[src/rtl/controle_bomba_if.sv]
// controle_bomba_if: buttons, comparator verdict and display/LED outputs of the bomb controller
interface controle_bomba_if;
  logic       iniciar;
  logic       enter;
  logic       sinalvitoria;
  logic       start_comparador;
  logic [6:0] tempo_restante;
  logic [2:0] tentativas_rest;
  logic       armada;
  logic       desarmada;
  logic       explodiu;
  logic       erro_pulso;
  modport master (
    output iniciar, enter, sinalvitoria, start_comparador,
    input  tempo_restante, tentativas_rest, armada, desarmada, explodiu, erro_pulso
  );
  modport slave (
    input  iniciar, enter, sinalvitoria, start_comparador,
    output tempo_restante, tentativas_rest, armada, desarmada, explodiu, erro_pulso
  );
endinterface

[src/rtl/controle_bomba.sv]
// controle_bomba: arms the bomb, runs the seconds countdown and resolves comparator verdicts on ENTER
module controle_bomba #(
  parameter int TICK_DIV       = 50_000_000,
  parameter int TEMPO_INICIAL  = 60,
  parameter int MAX_TENTATIVAS = 3,
  parameter int PENALIDADE     = 10
) (
  input logic clk,
  input logic reset,
  controle_bomba_if.slave bus
);
  localparam int CW = $clog2(TICK_DIV);
  typedef enum logic [1:0] {OCIOSO, ARMADA, DESARMADA, EXPLODIDA} estado_t;
  estado_t estado, prox;
  logic [2:0] ini_s, ent_s;
  logic [CW-1:0] cnt, cnt_n;
  logic [6:0] tempo, tempo_n;
  logic [2:0] tent, tent_n;
  logic [7:0] d;
  logic ini_edge, ent_edge, tick, erro_n;
  logic armada_r, desarmada_r, explodiu_r, erro_r;
  assign ini_edge = ini_s[1] & ~ini_s[2];
  assign ent_edge = ent_s[1] & ~ent_s[2];
  assign tick = (estado == ARMADA) && (cnt == CW'(TICK_DIV - 1));
  // signed 8-bit view so a penalty past zero shows up as a negative result
  assign d = {1'b0, tempo} - 8'(PENALIDADE) - {7'd0, tick};
  always_comb begin
    prox = estado;
    tempo_n = tempo;
    tent_n = tent;
    cnt_n = cnt;
    erro_n = 1'b0;
    if (estado == OCIOSO && ini_edge) begin
      prox = ARMADA;
      tempo_n = 7'(TEMPO_INICIAL);
      tent_n = 3'(MAX_TENTATIVAS);
      cnt_n = '0;
    end else if (estado == ARMADA) begin
      cnt_n = tick ? '0 : cnt + CW'(1);
      if (ent_edge && bus.sinalvitoria) begin
        prox = DESARMADA;
      end else if (ent_edge && bus.start_comparador) begin
        tent_n = (tent != 3'd0) ? tent - 3'd1 : 3'd0;
        erro_n = 1'b1;
        tempo_n = d[7] ? 7'd0 : d[6:0];
        prox = (tent_n == 3'd0 || tempo_n == 7'd0) ? EXPLODIDA : ARMADA;
      end else if (tick) begin
        tempo_n = tempo - 7'd1;
        prox = (tempo_n == 7'd0) ? EXPLODIDA : ARMADA;
      end
    end
  end
  always_ff @(posedge clk) begin
    if (reset) begin
      estado <= OCIOSO;
      tempo <= 7'(TEMPO_INICIAL);
      tent <= 3'(MAX_TENTATIVAS);
      cnt <= '0;
      ini_s <= '0;
      ent_s <= '0;
      armada_r <= 1'b0;
      desarmada_r <= 1'b0;
      explodiu_r <= 1'b0;
      erro_r <= 1'b0;
    end else begin
      estado <= prox;
      tempo <= tempo_n;
      tent <= tent_n;
      cnt <= cnt_n;
      ini_s <= {ini_s[1:0], bus.iniciar};
      ent_s <= {ent_s[1:0], bus.enter};
      armada_r <= prox == ARMADA;
      desarmada_r <= prox == DESARMADA;
      explodiu_r <= prox == EXPLODIDA;
      erro_r <= erro_n;
    end
  end
  assign bus.tempo_restante = tempo;
  assign bus.tentativas_rest = tent;
  assign bus.armada = armada_r;
  assign bus.desarmada = desarmada_r;
  assign bus.explodiu = explodiu_r;
  assign bus.erro_pulso = erro_r;
endmodule
[src/flat_wrapper.sv]
// flat-port wrapper written by rule: the top's interface ports become plain ports
module controle_bomba_flat 
#(
  parameter int TICK_DIV       = 50_000_000,
  parameter int TEMPO_INICIAL  = 60,
  parameter int MAX_TENTATIVAS = 3,
  parameter int PENALIDADE     = 10
)
  (clk, reset, bus_iniciar, bus_enter, bus_sinalvitoria, bus_start_comparador, bus_tempo_restante, bus_tentativas_rest, bus_armada, bus_desarmada, bus_explodiu, bus_erro_pulso);
  controle_bomba_if bus_i ();
  input logic clk;
  input logic reset;
  input wire logic [$bits(bus_i.iniciar)-1:0] bus_iniciar;
  input wire logic [$bits(bus_i.enter)-1:0] bus_enter;
  input wire logic [$bits(bus_i.sinalvitoria)-1:0] bus_sinalvitoria;
  input wire logic [$bits(bus_i.start_comparador)-1:0] bus_start_comparador;
  output wire logic [$bits(bus_i.tempo_restante)-1:0] bus_tempo_restante;
  output wire logic [$bits(bus_i.tentativas_rest)-1:0] bus_tentativas_rest;
  output wire logic [$bits(bus_i.armada)-1:0] bus_armada;
  output wire logic [$bits(bus_i.desarmada)-1:0] bus_desarmada;
  output wire logic [$bits(bus_i.explodiu)-1:0] bus_explodiu;
  output wire logic [$bits(bus_i.erro_pulso)-1:0] bus_erro_pulso;
  assign bus_i.iniciar = bus_iniciar;
  assign bus_i.enter = bus_enter;
  assign bus_i.sinalvitoria = bus_sinalvitoria;
  assign bus_i.start_comparador = bus_start_comparador;
  assign bus_tempo_restante = bus_i.tempo_restante;
  assign bus_tentativas_rest = bus_i.tentativas_rest;
  assign bus_armada = bus_i.armada;
  assign bus_desarmada = bus_i.desarmada;
  assign bus_explodiu = bus_i.explodiu;
  assign bus_erro_pulso = bus_i.erro_pulso;
  controle_bomba #(.TICK_DIV(TICK_DIV), .TEMPO_INICIAL(TEMPO_INICIAL), .MAX_TENTATIVAS(MAX_TENTATIVAS), .PENALIDADE(PENALIDADE)) u_core (.clk(clk), .reset(reset), .bus(bus_i));
endmodule
[config.mk]
export PLATFORM = sky130hd
export DESIGN_NAME = controle_bomba_flat
export DESIGN_NICKNAME = d
export VERILOG_FILES = /design/src/rtl/controle_bomba_if.sv /design/src/rtl/controle_bomba.sv /design/src/flat_wrapper.sv
export SDC_FILE = /design/constraint.sdc
export NUM_CORES = 1
export LEC_CHECK = 0
export BUFFER_PORTS_ARGS = -buffer_cell sky130_fd_sc_hd__buf_2
export CAP_MARGIN = 10
export CORE_MARGIN = 10
export CORE_UTILIZATION = 40
export CTS_CLUSTER_DIAMETER = 50
export CTS_CLUSTER_SIZE = 16
export DETAILED_ROUTE_END_ITERATION = 16
export SLEW_MARGIN = 0
export SYNTH_ARGS = -nofsm -noshare
export SYNTH_HDL_FRONTEND = slang
export SYNTH_SLANG_ARGS = --single-unit
[constraint.sdc]
create_clock -name clk -period 10.8 [get_ports clk]
set_input_delay 2.7 -clock clk [delete_from_list [all_inputs] [get_ports clk]]
set_output_delay 2.7 -clock clk [all_outputs]
set_load 0.05 [all_outputs]
==> impl_metrics.tcl, run 1 <==
set metrics [dict create \
    syn-mean-instance-area_um2 8.71 \
    ys_top_cells_by_area "dfxtp_1 39%, xor2_1 5.7%, ha_1 5.6%" \
    grt-ovfl-total 0 \
    grt_usage_pct 10.7 \
    start_util_pct 41.4 \
    slew_headroom_pct 54.9 \
    grt_pass1_vias 1888 \
    yosysMostFrequentCell "dfxtp_1" \
    yosysWarnings 0 \
    routedWlPerCell_um 13.8 \
    synth_edf_count 0 \
    hpwl_um 3750 \
    drc 0 \
    synth-compound-area-share_pct 13.8 \
    placed_area_um2 2600 \
    hold_path_class "flop to flop" \
    clock-skew-final_ns 0.0187 \
    tns_ns 0 \
    p_comb_share_pct 4.4 \
    drv_slew 0 \
    grt_first_pass_wirelength_um 9050 \
    totalWireLength_um 5130 \
    hold_viol 0 \
    post-route-period-util_pct 38.1 \
    numCtsBuffers 5 \
    swShare_pct 22.8 \
    synth-async-reset-ratio_pct 0 \
    clkPwrFrac_pct 36.3 \
    hold_start "u_core.ini_s[0]" \
    synth.area.mux_share_pct 0.813 \
    area_growth_pct 9.34 \
    antenna_found_initial 0 \
    htreeDepth 2 \
    r2r_setup_slack_ns 6.89 \
    postCtsSetupBuffers 0 \
    fin_area_um2 2690 \
    rows 28 \
    ctsResizeCount 0 \
    timing.rr.start "u_core.cnt[0]" \
    cts_tree "built" \
    cp.required_ns 11.03 \
    postRouteAntennaNets 0 \
    cts_max_path_buffers 2 \
    end_kind "flop" \
    hold_path_end "u_core.ini_s[1]" \
    io_buffers 19 \
    worst_slew_pin_slew_ns 0.676 \
    clkTransAtPathRegs_ns 0.09 \
    critical_path_class "input pin to flop" \
    drive_gt1_share_pct 12.8 \
    die_height_um 98.5 \
    ys.flop_type "dfxtp_1" \
    setup_violations 0 \
    maxCapViolCount 0 \
    cts-root-buf "clkbuf_8" \
    rr_worst_depth 16 \
    netlist.area_leader.share_pct 39.0 \
    dpl.cell_count 366 \
    final-instance-count-excl-fill 373 \
    io_pins 20 \
    critical_path_arrival_ns 4.35 \
    critPathLaunchType "input pin" \
    vias_per_cell 5.31 \
    gp_congestion 0.793 \
    synthAdderAreaFrac_pct 5.59 \
    holdWs_ns 0.452 \
    die_area_um2 9700 \
    diodes 0 \
    synth.net_count 300 \
    p_sw_uw 69.2 \
    synthSimpleGateAreaFrac_pct 28.3 \
    die_width_um 98.5 \
    synth_top_family_by_area "simple AND/OR/NAND/NOR gates" \
    insertion_delay_ns 0.30 \
    drtIter0Drc 122 \
    ys_ff_latch 48 \
    yosysTopAreaCell "dfxtp_1" \
    syn-cell-area_um2 2460 \
    ctsHoldBuffers 0 \
    rsz0062_at_grt "no" \
    syn_inst 283 \
    internal-power_uw 234 \
    synth_cell_types 52 \
    critPathMaxFanout 16 \
    status "finished clean" \
    p_per_area_nw_per_um2 113 \
    cts_sinks 48 \
    vias 1981 \
    first_pass_iters 4 \
    synth_common_cells "48 x dfxtp_1, 35 x nor2_1, 21 x nand2_1, 16 x xor2_1, 14 x nand3_1" \
    ys_seq_area_share_pct 39.0 \
    grt_max_degree 22 \
    max_freq_ghz 0.243 \
    regToRegEndpoint "u_core.bus.tempo_restante[3]" \
    min_path_cells 1 \
    final_nets 315 \
    synth_xor_area_share_pct 8.89 \
    p_leak_uw 0.00100 \
    vdd_ir_drop_max_mv 0.0933 \
    core_um2 5960 \
    p_seq_share_pct 59.4 \
    finalCriticalPeriod_ns 4.11 \
]
## registers in the layout (all words and copies together), names as in the netlist
name                        flops
u_core.bus.tempo_restante       7
u_core.cnt                     26
u_core.estado                   2
u_core.bus.erro_pulso           1
u_core.bus.explodiu             1
u_core.ent_s                    3
u_core.bus.desarmada            1
u_core.ini_s                    3
u_core.bus.tentativas_rest      3
u_core.bus.armada               1
## layout make-up
| type | instances | area, um^2 |
|---|---|---|
| Clock buffer | 6 | 82.6 |
| Clock inverter | 1 | 8.76 |
| Fill cell | 585 | 3260 |
| Inverter | 10 | 37.5 |
| Multi-Input combinational cell | 214 | 1420 |
| Sequential cell | 48 | 961 |
| Tap cell | 75 | 93.8 |
| Timing Repair Buffer | 19 | 95.1 |
## through the flow
step                total power, uW  utilization, %  worst slack, ns
detailed placement              197            43.7             6.40
finish                          303            45.2             6.69
global placement                197            43.7             6.43
global route                    316            45.2             6.44
floorplan                       194               -             6.80
CTS                             308            45.2             6.70
## logic make-up (layout without fill, tap and decap cells)
kind of cell | Yosys count | in the layout
AND/OR/NAND/NOR | 130 | 130
adder cells (fa/ha/maj) | 11 | 11
XOR/XNOR | 25 | 25
buffers and inverters | 21 | 36
AO/OA/AOI/OAI | 46 | 46
flip-flops | 48 | 48
multiplexers | 2 | 2
## critical path, cell delays in order
cell     delay [ns]
buf_2          0.09
and3b_1        0.51
nand3_1        0.27
or4b_2         0.68
nand3_1        0.10
## power by group through the flow
stage	clock (uW)	combinational, uW	sequential (uW)
6_report	110	13.3	180
5_1_grt	121	15.1	180
4_1_cts	114	13.6	180
3_5_place_dp	0	13.5	184
3_3_place_gp	0	13.2	184
2_1_floorplan	0	8.64	185
## placed cells by master, fill, tap and decap left out, types with 9 or more instances in the layout
cell type,Yosys,routed
dfxtp_1,48,48
nor2_1,35,35
nand2_1,21,21
buf_2,4,19
xor2_1,16,16
nand3_1,14,14
nor3_1,13,13
ha_1,11,11
inv_1,9,9
xnor2_1,9,9
o21ai_0,9,9
a21oi_1,9,9
## worst max path at each step
stage | start | to | cells after the start
6_report | bus_start_comparador | u_core.bus.tentativas_rest[1] | 5
4_1_cts | bus_start_comparador | u_core.bus.tentativas_rest[1] | 5
3_3_place_gp | bus_start_comparador | u_core.bus.tentativas_rest[1] | 5
3_5_place_dp | bus_start_comparador | u_core.bus.tentativas_rest[1] | 5
2_1_floorplan | bus_start_comparador | u_core.bus.tentativas_rest[1] | 5
5_1_grt | reset | u_core.cnt[14] | 4
## layer usage
layer | vias up | wire [um] | global-route usage, %
met4 | 0 | 37 | 2.87
met1 | 911 | 2740 | 14.9
li1 | 1033 | - | -
met5 | - | 0 | 0
met3 | 4 | 223 | 2.93
met2 | 33 | 2130 | 15.9
No activity file was read; power rests on OpenSTA's default activity.
==> inputs of run 2 (changes only) <==
==> constraint.sdc (replaced) <==
create_clock -name clk -period 3.6 [get_ports clk]
set_input_delay 0.9 -clock clk [delete_from_list [all_inputs] [get_ports clk]]
set_output_delay 0.9 -clock clk [all_outputs]
set_load 0.05 [all_outputs]
==> run 2 against run 1 <==
  * Power rose to 3.1 times the previous value
  * Register-to-register slack lost 6.7 ns
  * Count of clock-buffer cells in the layout stayed put
  * Critical path depth rose by 9
  * Critical path type is now flop to flop
  * Highest routed layer unchanged
  * Via count is 4.3% higher
==> impl_metrics.tcl, run 2 (synthesized netlist as in run 1, its figures left out) <==
set metrics [dict create \
    status "finished clean" \
    end_kind "flop" \
    postRouteAntennaNets 0 \
    clkTransAtPathRegs_ns 0.10 \
    final_common_cell "dfxtp_1" \
    holdWs_ns 0.443 \
    core_um2 5960 \
    drv_slew 0 \
    critical_path_class "flop to flop" \
    drtIter0Drc 119 \
    final_nets 327 \
    cts_tree "built" \
    clock-skew-final_ns 0.00793 \
    slew_headroom_pct 61.9 \
    area_growth_pct 14.5 \
    hpwl_um 3850 \
    diodes 0 \
    grt_first_pass_wirelength_um 9140 \
    max_freq_ghz 0.295 \
    hold_path_class "flop to flop" \
    die_width_um 98.5 \
    gp_congestion 0.788 \
    grt_usage_pct 10.9 \
    drc 0 \
    hold_viol 0 \
    vias_per_cell 5.35 \
    largest_reg_flops 26 \
    tns_ns 0 \
    htreeDepth 2 \
    antenna_found_initial 0 \
    cp.required_ns 3.85 \
    cts_max_path_buffers 2 \
    setup_violations 0 \
    worst_slew_pin_slew_ns 0.571 \
    cts-root-buf "clkbuf_8" \
    insertion_delay_ns 0.31 \
    numCtsBuffers 5 \
    rows 28 \
    critPathLaunchType "flop" \
    vdd_ir_drop_max_mv 0.250 \
    die_area_um2 9700 \
    grt-ovfl-total 0 \
    post-route-period-util_pct 94.3 \
    first_pass_iters 4 \
    rsz0062_at_grt "no" \
    cts_sinks 48 \
    final_cell_mix "45 x dfxtp_1, 35 x nor2_1, 21 x nand2_1, 19 x buf_2, 16 x xor2_1" \
    start_util_pct 41.4 \
    critPathMaxFanout 5 \
    p_leak_uw 0.00107 \
    grt_max_degree 22 \
    worst_slack_ns 0.205 \
    p_total_uw 935 \
    critical_path_arrival_ns 3.64 \
    io_pins 20 \
    totalWireLength_um 5470 \
    dp_slack_ns 0.0774 \
    maxCapViolCount 0 \
    routedWlPerCell_um 14.2 \
    io_buffers 19 \
    finalCriticalPeriod_ns 3.39 \
    die_height_um 98.5 \
    top_register "u_core.cnt" \
    p_per_area_nw_per_um2 332 \
    grt_pass1_vias 1908 \
    drive_gt1_share_pct 18.6 \
    vias 2067 \
]
## run 2: cell type report
| class | count | area [um^2] |
|---|---|---|
| clock buffer | 6 | 82.6 |
| clock inverter | 2 | 13.8 |
| fill | 586 | 3140 |
| inverter | 10 | 37.5 |
| multi-input combinational | 214 | 1440 |
| sequential | 48 | 965 |
| tap | 75 | 93.8 |
| timing repair buffer | 31 | 185 |
## run 2: final timing paths
| path | start | end | slack (ns) | cells after the start |
|---|---|---|---|---|
| setup / recovery | u_core.cnt[0] | u_core.bus.armada | 0.21 | 14 |
| hold reg to reg | u_core.ini_s[0] | u_core.ini_s[1] | 0.44 | 1 |
| setup reg to reg | u_core.cnt[0] | u_core.bus.armada | 0.21 | 14 |
| hold / removal | u_core.ini_s[0] | u_core.ini_s[1] | 0.44 | 1 |
## run 2: per-stage QoR
step           util [%]  instances  area (um^2)
2_1_floorplan         -        283         2460
3_3_place_gp       44.8        375         2670
3_5_place_dp       44.8        375         2670
4_1_cts            46.4        383         2770
5_1_grt            47.4        386         2820
6_report           47.4        386         2820
## run 2: what timing repair did
item | 4_1_cts | 5_1_grt
buffers inserted | 0 | 3
endpoints found under the setup margin | 0 | 8
hold buffers | 0 | 0
resized for setup | 0 | 9
## run 2: metal layers
layer	vias to the layer above	wire length, um	track usage (%)
met5	-	0	0
met4	0	48	3.31
met3	4	215	2.58
met2	30	2370	16.4
met1	978	2840	15.0
li1	1055	-	-
## run 2: worst max-delay path: stages, from the launching register on
cell,delay (ns)
dfxtp_2,0.37
ha_4,0.14
nand2_1,0.05
or3_4,0.42
or3_4,0.43
inv_2,0.07
ha_1,0.13
inv_1,0.06
ha_4,0.16
or3b_4,0.40
a211oi_4,0.30
nor3_1,0.07
o311a_1,0.31
a311oi_2,0.28
o21a_1,0.15
## run 2: where the power goes
group | switching [uW] | internal [uW] | total [uW] | leakage [uW]
Sequential | 3.84 | 536 | 540 | 0.000390
Clock | 192 | 158 | 350 | 0.0000516
Combinational | 30.1 | 15.6 | 45.7 | 0.000631
Total | 226 | 709 | 935 | 0.00107
==> inputs of run 3 (changes only) <==
--- a/config.mk
+++ b/config.mk
@@ -5,6 +5,7 @@
 export SDC_FILE = /design/constraint.sdc
 export NUM_CORES = 1
 export LEC_CHECK = 0
+export ABC_AREA = 1
 export BUFFER_PORTS_ARGS = -buffer_cell sky130_fd_sc_hd__buf_2
 export CAP_MARGIN = 10
 export CORE_MARGIN = 10
==> run 3 against run 2 <==
  * Die area rose by 8.8%
  * Combinational power rose by 4%
  * Cell count rose by 30%
  * Synthesized area rose by 11%
  * First-iteration DRC count rose by 24%
  * Setup slack improved by 0.39 ns
  * Critical endpoint is now u_core.bus.desarmada
  * Largest power group unchanged
==> impl_metrics.tcl, run 3 <==
set metrics [dict create \
    status "finished clean" \
    antenna_found_initial 0 \
    p_seq_share_pct 54.8 \
    ys.flop_type "dfxtp_1" \
    final_common_cell "nand2_1" \
    hold_path_class "flop to flop" \
    synthAdderAreaFrac_pct 5.03 \
    cts-root-buf "clkbuf_8" \
    clock-skew-final_ns 0.00659 \
    ctsResizeCount 0 \
    gp_congestion 0.916 \
    area_growth_pct 10.3 \
    final_cell_mix "83 x nand2_1, 61 x nor2_1, 48 x inv_1, 48 x dfxtp_1, 37 x nand3_1" \
    io_buffers 19 \
    hpwl_um 4910 \
    final-instance-count-excl-fill 503 \
    grt_usage_pct 12.4 \
    grt_first_pass_wirelength_um 10600 \
    syn_inst 400 \
    critical_path_arrival_ns 3.25 \
    postCtsSetupBuffers 0 \
    vdd_ir_drop_max_mv 0.189 \
    drive_gt1_share_pct 13.7 \
    synth_top_family_by_area "simple AND/OR/NAND/NOR gates" \
    p_total_uw 983 \
    largest_reg_flops 26 \
    numCtsBuffers 5 \
    dpl.cell_count 495 \
    tns_ns 0 \
    finalCriticalPeriod_ns 3.01 \
    diodes 0 \
    postRouteAntennaNets 0 \
    hold_viol 0 \
    die_width_um 103 \
    ctsHoldBuffers 0 \
    insertion_delay_ns 0.31 \
    start_util_pct 40.7 \
    p_per_area_nw_per_um2 325 \
    cp_slowest_cell "dfxtp_1" \
    drtIter0Drc 147 \
    yosysMostFrequentCell "nand2_1" \
    first_pass_iters 4 \
    cts_tree "built" \
    worstPathCellList "ha_1, nand2_1, inv_2, nand3_4, nor2_4, inv_2, nor2_4, ha_1, inv_1, ha_1, inv_1, ha_1, inv_1, nand2_1, nand3_1, nand3_1, nand2_1, nor2_1, nand3_1, nand3_1, nand3_2, nor2_1" \
    ys_seq_area_share_pct 35.1 \
    synth.area.mux_share_pct 0 \
    vias 2516 \
    p_comb_share_pct 4.8 \
    synth_cell_types 41 \
    synth.net_count 417 \
    synth_xor_area_share_pct 1.92 \
    critical_path_class "flop to flop" \
    synth-compound-area-share_pct 9.96 \
    syn-mean-instance-area_um2 6.84 \
    die_height_um 103 \
    post-route-period-util_pct 83.5 \
    slew_headroom_pct 60.2 \
    critPathLaunchType "flop" \
    syn-cell-area_um2 2740 \
    clkPwrFrac_pct 40.3 \
    critPathMaxFanout 8 \
    totalWireLength_um 6290 \
    p_sw_uw 229 \
    internal-power_uw 754 \
    grt-ovfl-total 0 \
    vias_per_cell 5.00 \
    routedWlPerCell_um 12.5 \
    die_area_um2 10600 \
    max_freq_ghz 0.333 \
    yosysWarnings 0 \
    drc 0 \
    ys_ff_latch 48 \
    synth-async-reset-ratio_pct 0 \
    ys_top_cells_by_area "dfxtp_1 35%, nand2_1 11%, nor2_1 8.4%" \
    rsz0062_at_grt "no" \
    swShare_pct 23.3 \
    io_pins 20 \
    cts_max_path_buffers 2 \
    worst_slew_pin_slew_ns 0.591 \
    htreeDepth 2 \
    nFillCells 692 \
    end_kind "flop" \
    setup_violations 0 \
    yosysTopAreaCell "dfxtp_1" \
    max_stage_delay_ns 0.41 \
    grt_max_degree 17 \
    cts_sinks 48 \
    cp.required_ns 3.85 \
    top_register "u_core.cnt" \
    p_leak_uw 0.00123 \
    clkTransAtPathRegs_ns 0.09 \
    core_um2 6720 \
    netlist.area_leader.share_pct 35.1 \
    grt_pass1_vias 2285 \
    synthSimpleGateAreaFrac_pct 39.2 \
    rows 30 \
    synth_common_cells "83 x nand2_1, 61 x nor2_1, 48 x dfxtp_1, 48 x inv_1, 37 x nand3_1" \
    maxCapViolCount 0 \
    synth_edf_count 0 \
    final_nets 439 \
    drv_slew 0 \
]
==> run 3: layout make-up <==
cell class	count	area [um^2]	share of cell area, %
multi-input cells	291	1540	50.9
flip-flops and latches	48	961	31.8
inverters	57	216	7.17
well taps	80	100	3.31
repair buffers	19	95.1	3.15
clock buffers	5	68.8	2.28
clock inverters	3	42.5	1.41
==> run 3: cells by family (layout without fill, tap and decap cells) <==
family,after synthesis,in the layout
xor+xnor,6,6
flops,48,48
compound gates,49,49
simple gates,225,225
fa+ha+maj,11,11
buf+inv,61,84
==> run 3: path summary, 6_finish.rpt <==
kind,from,endpoint,slack [ns],depth (start not counted)
setup / recovery,u_core.cnt[0],u_core.bus.desarmada,0.59,22
hold reg to reg,u_core.ent_s[0],u_core.ent_s[1],0.41,2
setup reg to reg,u_core.cnt[0],u_core.bus.desarmada,0.59,22
hold / removal,u_core.ent_s[0],u_core.ent_s[1],0.41,2
==> run 3: through the flow <==
stage	area, um^2	worst slack (ns)	util (%)	hold slack (ns)
after global routing	3020	0.282	45.0	0.438
after CTS	3020	0.610	45.0	0.412
final	3020	0.594	45.0	0.408
after global placement	2910	0.745	43.3	0.389
after detailed placement	2910	0.625	43.3	0.398
after floorplan	2740	1.01	-	0.388
==> run 3: layer usage <==
layer | vias to the layer above | wire length [um] | GRT usage, % | part of all wire [%]
met5 | - | 0 | 0 | 0
met4 | 0 | 82 | 3.85 | 1.3
met3 | 7 | 264 | 2.41 | 4.2
met2 | 55 | 2770 | 19.7 | 44
met1 | 1121 | 3170 | 16.5 | 50
li1 | 1333 | - | - | -
==> run 3: worst max-delay path, delay by kind of cell (launching register included) <==
kind / cells / cell delay [ns]
flip-flops: 1 / 0.41
AND/OR/NAND/NOR: 13 / 1.55
adder cells (fa/ha/maj): 4 / 0.67
buffers and inverters: 5 / 0.33
==> run 3: power by group through the flow <==
| stage | clock network, uW | logic, uW | registers [uW] |
|---|---|---|---|
| after floorplan | 0 | 32.5 | 555 |
| after global placement | 0 | 47.6 | 551 |
| after detailed placement | 0 | 47.9 | 551 |
| after CTS | 410 | 48.1 | 539 |
| after global routing | 429 | 53.8 | 540 |
| final | 397 | 47.6 | 539 |
